`src/rtl/tri_raster_engine_if.sv`:
```
// Command and framebuffer-write bundle for tri_raster_engine.
// The engine uses the slave modport; the vertex source and framebuffer side use master.
interface tri_raster_engine_if #(
    parameter int X_W     = 10,
    parameter int Y_W     = 10,
    parameter int COLOR_W = 4
);
    logic               start;
    logic [X_W-1:0]     v0x, v1x, v2x;
    logic [Y_W-1:0]     v0y, v1y, v2y;
    logic [COLOR_W-1:0] color;
    logic               busy;
    logic               done;
    logic [X_W-1:0]     fb_x;
    logic [Y_W-1:0]     fb_y;
    logic [COLOR_W-1:0] data;
    logic               fb_we;
    logic               fb_ready;

    modport master (
        output start, v0x, v1x, v2x, v0y, v1y, v2y, color, fb_ready,
        input  busy, done, fb_x, fb_y, data, fb_we
    );

    modport slave (
        input  start, v0x, v1x, v2x, v0y, v1y, v2y, color, fb_ready,
        output busy, done, fb_x, fb_y, data, fb_we
    );
endinterface

```
`src/rtl/tri_raster_engine.sv`:
```
// Triangle rasterizer: clamped bounding-box walk with incremental edge functions.
// Define RU_BACKFACE_CULL_EN to drop negative-area triangles instead of flipping them.
module tri_raster_engine #(
    parameter int X_W      = 10,
    parameter int Y_W      = 10,
    parameter int COLOR_W  = 4,
    parameter int SCREEN_W = 640,
    parameter int SCREEN_H = 480
) (
    input  logic               clk,
    input  logic               areset,
    tri_raster_engine_if.slave bus
);
    localparam int EW = ((X_W > Y_W) ? X_W : Y_W) * 2 + 4;
    localparam logic [X_W-1:0] X_LIM = X_W'(SCREEN_W - 1);
    localparam logic [Y_W-1:0] Y_LIM = Y_W'(SCREEN_H - 1);

    typedef enum logic [2:0] {IDLE, SETUP, INIT, SCAN, DONE} state_t;
    state_t state, state_next;

    logic [X_W-1:0]       vx [3];
    logic [Y_W-1:0]       vy [3];
    logic [COLOR_W-1:0]   color_q;
    logic [X_W-1:0]       xmin, xmax, x;
    logic [Y_W-1:0]       ymin, ymax, y;
    logic signed [EW-1:0] dx [3], dy [3], e [3], row [3];

    logic signed [EW-1:0] sx [3], sy [3], dx_raw [3], dy_raw [3], dx_c [3], dy_c [3];
    logic signed [EW-1:0] e_init [3];
    logic signed [EW-1:0] sxmin, symin, area;
    logic [X_W-1:0]       xmin_c, xmax_c;
    logic [Y_W-1:0]       ymin_c, ymax_c;
    logic                 cull, neg, covered, advance, last_col, last_row;

    // Setup math from the captured vertices; flipping the deltas flips every edge value.
    always_comb begin
        for (int i = 0; i < 3; i++) begin
            sx[i] = $signed({{(EW-X_W){1'b0}}, vx[i]});
            sy[i] = $signed({{(EW-Y_W){1'b0}}, vy[i]});
        end
        for (int i = 0; i < 3; i++) begin
            dx_raw[i] = sx[(i+1)%3] - sx[i];
            dy_raw[i] = sy[(i+1)%3] - sy[i];
        end
        area = (sx[2] - sx[0]) * dy_raw[0] - (sy[2] - sy[0]) * dx_raw[0];

        xmin_c = vx[0];
        if (vx[1] < xmin_c) xmin_c = vx[1];
        if (vx[2] < xmin_c) xmin_c = vx[2];
        xmax_c = vx[0];
        if (vx[1] > xmax_c) xmax_c = vx[1];
        if (vx[2] > xmax_c) xmax_c = vx[2];
        if (xmax_c > X_LIM) xmax_c = X_LIM;
        ymin_c = vy[0];
        if (vy[1] < ymin_c) ymin_c = vy[1];
        if (vy[2] < ymin_c) ymin_c = vy[2];
        ymax_c = vy[0];
        if (vy[1] > ymax_c) ymax_c = vy[1];
        if (vy[2] > ymax_c) ymax_c = vy[2];
        if (ymax_c > Y_LIM) ymax_c = Y_LIM;

        cull = (area == '0) || (xmin_c > xmax_c) || (ymin_c > ymax_c);
`ifdef RU_BACKFACE_CULL_EN
        neg  = 1'b0;
        cull = cull || area[EW-1];
`else
        neg  = area[EW-1];
`endif
        for (int i = 0; i < 3; i++) begin
            dx_c[i] = neg ? -dx_raw[i] : dx_raw[i];
            dy_c[i] = neg ? -dy_raw[i] : dy_raw[i];
        end
    end

    always_comb begin
        sxmin = $signed({{(EW-X_W){1'b0}}, xmin});
        symin = $signed({{(EW-Y_W){1'b0}}, ymin});
        for (int i = 0; i < 3; i++) begin
            e_init[i] = (sxmin - sx[i]) * dy[i] - (symin - sy[i]) * dx[i];
        end
        covered  = !e[0][EW-1] && !e[1][EW-1] && !e[2][EW-1];
        last_col = (x == xmax);
        last_row = (y == ymax);
    end

    always_comb begin
        state_next = state;
        advance    = 1'b0;
        bus.busy   = 1'b1;
        bus.done   = 1'b0;
        bus.fb_we  = 1'b0;
        case (state)
            IDLE: begin
                bus.busy = 1'b0;
                if (bus.start) state_next = SETUP;
            end
            SETUP: state_next = cull ? DONE : INIT;
            INIT:  state_next = SCAN;
            SCAN: begin
                bus.fb_we = covered;
                advance   = !covered || bus.fb_ready;
                if (advance && last_col && last_row) state_next = DONE;
            end
            DONE: begin
                bus.done   = 1'b1;
                state_next = IDLE;
            end
            default: state_next = IDLE;
        endcase
    end

    assign bus.fb_x = x;
    assign bus.fb_y = y;
    assign bus.data = color_q;

    // A stalled covered pixel keeps x, y and the edge values untouched, so the write holds.
    always_ff @(posedge clk) begin
        if (areset) begin
            state   <= IDLE;
            color_q <= '0;
            x       <= '0;
            y       <= '0;
            xmin    <= '0;
            xmax    <= '0;
            ymin    <= '0;
            ymax    <= '0;
            for (int i = 0; i < 3; i++) begin
                vx[i]  <= '0;
                vy[i]  <= '0;
                dx[i]  <= '0;
                dy[i]  <= '0;
                e[i]   <= '0;
                row[i] <= '0;
            end
        end else begin
            state <= state_next;
            case (state)
                IDLE: if (bus.start) begin
                    vx[0]   <= bus.v0x;
                    vx[1]   <= bus.v1x;
                    vx[2]   <= bus.v2x;
                    vy[0]   <= bus.v0y;
                    vy[1]   <= bus.v1y;
                    vy[2]   <= bus.v2y;
                    color_q <= bus.color;
                end
                SETUP: begin
                    xmin <= xmin_c;
                    xmax <= xmax_c;
                    ymin <= ymin_c;
                    ymax <= ymax_c;
                    for (int i = 0; i < 3; i++) begin
                        dx[i] <= dx_c[i];
                        dy[i] <= dy_c[i];
                    end
                end
                INIT: begin
                    x <= xmin;
                    y <= ymin;
                    for (int i = 0; i < 3; i++) begin
                        e[i]   <= e_init[i];
                        row[i] <= e_init[i];
                    end
                end
                SCAN: if (advance) begin
                    if (!last_col) begin
                        x <= x + 1'b1;
                        for (int i = 0; i < 3; i++) e[i] <= e[i] + dy[i];
                    end else if (!last_row) begin
                        x <= xmin;
                        y <= y + 1'b1;
                        for (int i = 0; i < 3; i++) begin
                            e[i]   <= row[i] - dx[i];
                            row[i] <= row[i] - dx[i];
                        end
                    end
                end
                default: ;
            endcase
        end
    end
endmodule

```
`src/flat_wrapper.sv`:
```
// flat-port wrapper written by rule: the top's interface ports become plain ports
module tri_raster_engine_flat 
#(
    parameter int X_W      = 10,
    parameter int Y_W      = 10,
    parameter int COLOR_W  = 4,
    parameter int SCREEN_W = 640,
    parameter int SCREEN_H = 480
)
  (clk, areset, bus_start, bus_v0x, bus_v1x, bus_v2x, bus_v0y, bus_v1y, bus_v2y, bus_color, bus_fb_ready, bus_busy, bus_done, bus_fb_x, bus_fb_y, bus_data, bus_fb_we);
  tri_raster_engine_if #(.X_W(X_W), .Y_W(Y_W), .COLOR_W(COLOR_W)) bus_i ();
  input  logic clk;
  input  logic areset;
  input wire logic [$bits(bus_i.start)-1:0] bus_start;
  input wire logic [$bits(bus_i.v0x)-1:0] bus_v0x;
  input wire logic [$bits(bus_i.v1x)-1:0] bus_v1x;
  input wire logic [$bits(bus_i.v2x)-1:0] bus_v2x;
  input wire logic [$bits(bus_i.v0y)-1:0] bus_v0y;
  input wire logic [$bits(bus_i.v1y)-1:0] bus_v1y;
  input wire logic [$bits(bus_i.v2y)-1:0] bus_v2y;
  input wire logic [$bits(bus_i.color)-1:0] bus_color;
  input wire logic [$bits(bus_i.fb_ready)-1:0] bus_fb_ready;
  output wire logic [$bits(bus_i.busy)-1:0] bus_busy;
  output wire logic [$bits(bus_i.done)-1:0] bus_done;
  output wire logic [$bits(bus_i.fb_x)-1:0] bus_fb_x;
  output wire logic [$bits(bus_i.fb_y)-1:0] bus_fb_y;
  output wire logic [$bits(bus_i.data)-1:0] bus_data;
  output wire logic [$bits(bus_i.fb_we)-1:0] bus_fb_we;
  assign bus_i.start = bus_start;
  assign bus_i.v0x = bus_v0x;
  assign bus_i.v1x = bus_v1x;
  assign bus_i.v2x = bus_v2x;
  assign bus_i.v0y = bus_v0y;
  assign bus_i.v1y = bus_v1y;
  assign bus_i.v2y = bus_v2y;
  assign bus_i.color = bus_color;
  assign bus_i.fb_ready = bus_fb_ready;
  assign bus_busy = bus_i.busy;
  assign bus_done = bus_i.done;
  assign bus_fb_x = bus_i.fb_x;
  assign bus_fb_y = bus_i.fb_y;
  assign bus_data = bus_i.data;
  assign bus_fb_we = bus_i.fb_we;
  tri_raster_engine #(.X_W(X_W), .Y_W(Y_W), .COLOR_W(COLOR_W), .SCREEN_W(SCREEN_W), .SCREEN_H(SCREEN_H)) u_core (.clk(clk), .areset(areset), .bus(bus_i));
endmodule
```
`config.mk`:
```
export PLATFORM = sky130hd
export DESIGN_NAME = tri_raster_engine_flat
export DESIGN_NICKNAME = d
export VERILOG_FILES = /design/src/rtl/tri_raster_engine_if.sv /design/src/rtl/tri_raster_engine.sv /design/src/flat_wrapper.sv
export SDC_FILE = /design/constraint.sdc
export NUM_CORES = 2
export LEC_CHECK = 0
export BUFFER_PORTS_ARGS = -buffer_cell sky130_fd_sc_hd__buf_4
export CORE_ASPECT_RATIO = 1.2
export CORE_UTILIZATION = 30
export DETAILED_ROUTE_END_ITERATION = 10
export PLACE_DENSITY = 0.44
export RECOVER_POWER = 50
export SETUP_SLACK_MARGIN = 0.15
export SLEW_MARGIN = 20
export SYNTH_ARGS = -nofsm -noshare
export SYNTH_HDL_FRONTEND = slang
export SYNTH_SLANG_ARGS = --single-unit
```
`constraint.sdc`:
```
create_clock -name clk -period 10 [get_ports clk]
set_input_delay 0 -clock clk [delete_from_list [all_inputs] [get_ports clk]]
set_output_delay 0 -clock clk [all_outputs]
set_load 0.005 [all_outputs]
```
Word level (Yosys, flattened, before mapping)
Memory sizes are Yosys's and may differ from the RTL's.
Cells that the tools add are included.
{"block": "word_totals", "ff_bits": 67, "ram_bits": 348, "output_inout_bits": 27, "wordCells": 205, "memories": 6}
{"name": "u_core.dx", "words": 3, "word_bits": 24, "read_ports": 3, "rd_ports_with_merged_regs": 0, "wr": 3, "line_no": "tri_raster_engine.sv:26", "rtl": "logic signed [EW-1:0] dx [3], dy [3], e [3], row [3];"}
{"name": "u_core.dy", "words": 3, "word_bits": 24, "read_ports": 3, "rd_ports_with_merged_regs": 0, "wr": 3, "line_no": "tri_raster_engine.sv:26"}
{"name": "u_core.e", "words": 3, "word_bits": 24, "read_ports": 3, "rd_ports_with_merged_regs": 0, "wr": 3, "line_no": "tri_raster_engine.sv:26"}
{"name": "u_core.row", "words": 3, "word_bits": 24, "read_ports": 3, "rd_ports_with_merged_regs": 0, "wr": 3, "line_no": "tri_raster_engine.sv:26"}
{"name": "u_core.vx", "words": 3, "word_bits": 10, "read_ports": 3, "rd_ports_with_merged_regs": 0, "wr": 3, "line_no": "tri_raster_engine.sv:21", "rtl": "logic [X_W-1:0] vx [3];"}
{"name": "u_core.vy", "words": 3, "word_bits": 10, "read_ports": 3, "rd_ports_with_merged_regs": 0, "wr": 3, "line_no": "tri_raster_engine.sv:22", "rtl": "logic [Y_W-1:0] vy [3];"}
{"block": "classes", "addsub": 32, "multipliers": 8, "n_lt_le_gt_ge": 12, "eq_ne": 12, "n_mux": 82, "bitwise_logic": 27, "reduce_logical": 18}
{"operator": "24-bit two-way mux", "count": 27}
{"operator": "10-bit two-way mux", "count": 22}
{"operator": "24-bit by 24-bit multiplier with 24-bit output", "count": 8}
{"operator": "24-bit subtractor", "count": 7}
{"operator": "10-bit by 10-bit subtractor with 11-bit output", "count": 14}
{"operator": "24-bit negator", "count": 6}
{"operator": "24-bit adder", "count": 3}
{"operator": "10-bit greater-than comparator", "count": 6}
{"operator": "10-bit < comparator", "count": 4}
{"operator": "10-bit case mux with 2 select lines", "count": 2}
{"operator": "1-bit two-way mux", "count": 27}
{"operator": "1-bit bitwise OR", "count": 27}
{"operator": "24-bit zero test", "count": 1}
{"operator": "10-bit by 1-bit adder with 10-bit output, second input constant", "count": 2}
{"operator": "10-bit == test", "count": 2}
{"operator": "3-bit case mux with 4 select lines", "count": 1}
{"operator": "10-bit greater-than comparator, second input constant", "count": 1}
{"operator": "10-bit by 9-bit greater-than comparator with 1-bit output, second input constant", "count": 1}
{"operator": "3-bit two-way mux", "count": 3}
{"operator": "3-bit by 2-bit == test with 1-bit output, second input constant", "count": 2}
{"operator": "2-bit by 1-bit inequality test with 1-bit output, second input constant", "count": 3}
{"operator": "1-bit logical AND", "count": 4}
{"operator": "1-bit zero test", "count": 4}
{"operator": "2-bit inequality test, second input constant", "count": 2}
{"operator": "9 further kinds", "count": 12}

Longest topological paths before layout
An unclocked memory read counts as a cell.
{"block": "depth", "word_depth": 13, "mapped_depth": 40, "ltp_nobuf": 39}

Worst setup path before layout
OpenSTA, ideal clock, no wires.
{"block": "synth_timing", "path_kind": "reg2reg", "start": "memory u_core.vx[2][2], in the netlist u_core.vx[0][22]", "end": "memory u_core.dx[0][59] (netlist bit), data pin", "setup_time_ps": 269, "t_arrival_ps": 9162, "path_slack_ps": 569, "stages_incl_launch_ff": 40, "n_path_buf": 4, "synth_period_minus_slack_ps": 9431, "cell_sequence": "edfxtp_1 inv_1 ha_1 clkbuf_1 inv_1 nor2_1 o21ai_0 nand2b_1 a21o_1 a21oi_1 o21ai_0 a21oi_1 clkbuf_1 and2_1 fa_1 fa_1 inv_1 fa_1 [4 not listed] fa_1 fa_1 inv_1 ha_1 clkbuf_1 o21ai_1 nor2_1 o21a_1 nor2_1 o21ai_0 a2111oi_0 o31ai_1 a21o_1 xor2_1 clkbuf_1 nor3_1 a21oi_1 nor2_1"}
{"item": "start, declared", "line_no": "tri_raster_engine.sv:21"}
{"item": "end, declared", "line_no": "tri_raster_engine.sv:26"}

==> impl_results.md <==
- Result of the run: finished, violations left
- Violated checks: capacitance limit, slew limit
- Final weighted congestion of routability-driven global placement: 0.9195
- Area of all sequential standard cells: approximately 12000 sq um
- Num rows: roughly 200
- Layout Area Growth over Synthesis: 11.05%
- EDFF count, synth: 340
- Startpoint kind of the worst setup timing path: register
- GR Util All Layers: 21.89%
- Share of Yosys cell area claimed by the top area cell type: 33.73%
- Number of stages on the worst hold path: 4
- Avg WL per Cell: 23.46 um
- Cell type with the highest occurrence count on the critical path: sky130_fd_sc_hd__fa_1
- RSZ-0062 raised after global routing: true
- Commonest cells after routing, fill and taps aside: 1502 x sky130_fd_sc_hd__inv_1, 1311 x sky130_fd_sc_hd__fa_1, 877 x sky130_fd_sc_hd__nand2_1
- Required time of the worst setup path: 10.60 ns
- Final Hold Violating Endpoints: 0
- Setup TNS: 0 ns
- HPWL Detailed: 234.2 mm
- Residual antenna-violating net count after detailed routing: 0
- Antenna violations before repair: 21
- Distinct cell type count after synthesis: a little under 90
- Synth async-reset ratio: 0%
- Layout filler cell count: 26760
- Shortest clock period the worst path allows after layout: 9.514 ns
- Slew Limit Headroom: -203.1%
- CTS buffer count: 54
- Fraction of the yosys area taken by sequential cells: around 15%
- Top-level port count: between 90 and 100
- Category of the critical setup timing path: register to register
- Cell taking the most area after synthesis: sky130_fd_sc_hd__fa_1
- Number of max-slew violations in the final report: 472
- Cells after synthesis: 8478
- Clock-pin slew on the worst setup and hold paths: around 0.070 ns
- Area taken by multi-input logic gates: 59930 sq um
- Maximum capacitance violations: 9
- Path depth of the worst reg2reg path: 34
- DRC violation count after routing: 0
- Share of the cycle needed by the critical path after routing: 95.14%
- Area of the mapped netlist: ~80000 sq um
- Max FO, Critical Path: 11
- Count of clock tree sinks: approximately 400
- Category of the worst setup path capture point: register
- # setup viols final: 0
- Iter 0 DRT Violations: 3755
- TritonCTS clock tree: done
- Count of warnings emitted by yosys: 0
- Vias in the first global route: 63903
- Mean Syn Cell Area: 9.200 sq um
- Wire length reported by the detailed router: 283.7 mm
- Die width: 467.5 um
- Hold/Removal Path Class: input port to register
- Core region area: 258100 sq um
- Achievable frequency: 105.1 MHz
- Buffers added on ports: 94
- Global-route wire length before repair: 423.3 mm
- Height of the die: 560.6 um
- Syn_nets: between 10000 and 15000
- Skew final: ~0.055 ns
- Root buffer cell: sky130_fd_sc_hd__clkbuf_16
- CTS H-tree depth: 2
- Leading post-synthesis cells by cell area: sky130_fd_sc_hd__fa_1 34%, sky130_fd_sc_hd__edfxtp_1 13%, sky130_fd_sc_hd__ha_1 11%
- Final global-route overflow total: 0
- Largest net degree at the start of global routing: 93
- Nets: 10742
- Dominant register cell in the synthesized netlist: sky130_fd_sc_hd__edfxtp_1
- Slew at the pin closest to its max-slew limit: 4.547 ns
- Routed via count: 59549
- Signal arrival time at the worst endpoint: 10.11 ns
- First-pass iteration count of the detailed router: 6
- Leading cell type in the layout, fill and taps excluded: sky130_fd_sc_hd__inv_1
- Share of cells above drive strength 1: 6.400%
- Insertion delay of the later-clocked pin in the worst-skew pair: around 0.7 ns
- Total Die Area: 262000 sq um
- Critical Path Slowest Stage Cell: sky130_fd_sc_hd__fa_1
- Largest incremental delay on the critical path: 0.73 ns
- Avg Vias per Cell: 4.923
- Maximum count of clock buffers along a single path: 3
- Synthesized flop and latch total: slightly above 400
- Initial standard-cell utilization of the core: 30.22%
[synthesized netlist by cell type (53+ instances only)]
library cell,number
sky130_fd_sc_hd__a21oi_1,340
sky130_fd_sc_hd__and2_1,487
sky130_fd_sc_hd__nor3_1,123
sky130_fd_sc_hd__o21a_1,58
sky130_fd_sc_hd__inv_1,1506
sky130_fd_sc_hd__o21bai_1,53
sky130_fd_sc_hd__xnor2_1,299
sky130_fd_sc_hd__nor2b_1,127
sky130_fd_sc_hd__edfxtp_1,340
sky130_fd_sc_hd__dfxtp_1,67
sky130_fd_sc_hd__xor2_1,151
sky130_fd_sc_hd__ha_1,715
sky130_fd_sc_hd__nand3_1,65
sky130_fd_sc_hd__o21ai_0,220
sky130_fd_sc_hd__clkbuf_1,302
sky130_fd_sc_hd__fa_1,1314
sky130_fd_sc_hd__nand2_1,877
sky130_fd_sc_hd__a21o_1,173
sky130_fd_sc_hd__nor2_1,604
sky130_fd_sc_hd__nand2b_1,92
[per-layer routing]
metal  routed length, um  GRT usage [%]  vias up
li1                    -              -    27089
met1              115400          26.95    30551
met2              142000          38.78     1484
met3               12200          2.187      425
met4               14120          8.910        0
met5                   0              0        -
[stage by stage]
| stage | cells | cell area [sq um] | worst slack, ns | hold WS [ns] | util (%) |
|---|---|---|---|---|---|
| floorplan | 8478 | 77990 | 0.5688 | 0.1472 | - |
| global placement | 11910 | 84020 | 0.02733 | 0.2355 | 32.56 |
| detailed placement | 11910 | 84030 | 0.02167 | 0.2460 | 32.56 |
| CTS | 12076 | 86510 | 0.1891 | 0.02396 | 33.53 |
| global route | 12092 | 86610 | 0.04796 | 0.1083 | 33.56 |
| finish | 12095 | 86620 | 0.4862 | 0.08700 | 33.57 |
[state kept, by name, summed over array words and instances, names as in the netlist]
name             cells
u_core.bus.fb_x     10
u_core.vy           30
u_core.xmax         10
u_core.xmin         10
u_core.bus.fb_y     10
u_core.state         3
u_core.e            72
u_core.row          72
u_core.ymin         10
u_core.bus.data      4
u_core.ymax         10
u_core.dx           68
u_core.vx           30
u_core.dy           68
[cell type report]
type,count,share of cell area (%)
Multi-Input combinational cell,6245,69.19
Sequential cell,407,13.34
Inverter,1506,6.528
Tap cell,3399,4.910
Timing Repair Buffer,431,3.919
Clock buffer,70,1.788
Clock inverter,29,0.3077
Antenna cell,8,0.02311
[worst max-delay path: cells and delay by family (launching register included)]
kind / cells / cell delay (ns)
buffers and inverters: 6 / 0.81
DFF: 1 / 0.43
adders and majority gates: 10 / 4.84
and+or+nand+nor: 7 / 1.22
AOI/OAI and AO/OA: 11 / 2.10
[worst paths after layout]
check | slack [ns] | from | end
min reg2reg | 0.48 | u_core.ymax[5] | u_core.ymax[5]
min | 0.09 | bus_color[2] | u_core.bus.data[2]
max | 0.49 | u_core.vy[0][0] | u_core.state[1]
max reg2reg | 0.49 | u_core.vy[0][0] | u_core.state[1]
[cell families after synthesis]
kind of cell / synth area share, %
fa+ha+maj: 45.20
compound gates: 9.163
mux: 0.7299
other cells: 0.004808
buf+inv: 8.894
flops: 14.81
simple gates: 15.60
xor+xnor: 5.605
[timing repair]
item / 4_1_cts / 5_1_grt
cloned: 0 / 1
setup endpoints to repair: 3 / 144
gates resized for setup: 3 / 41
pin swaps: 0 / 1
buffers inserted: 0 / 10
hold endpoints to repair: 67 / 0
hold buffers: 67 / 0
Power is left out: the tool's default activity adds up to more than one toggle a clock period on the data nets, which glitch-free logic cannot reach.
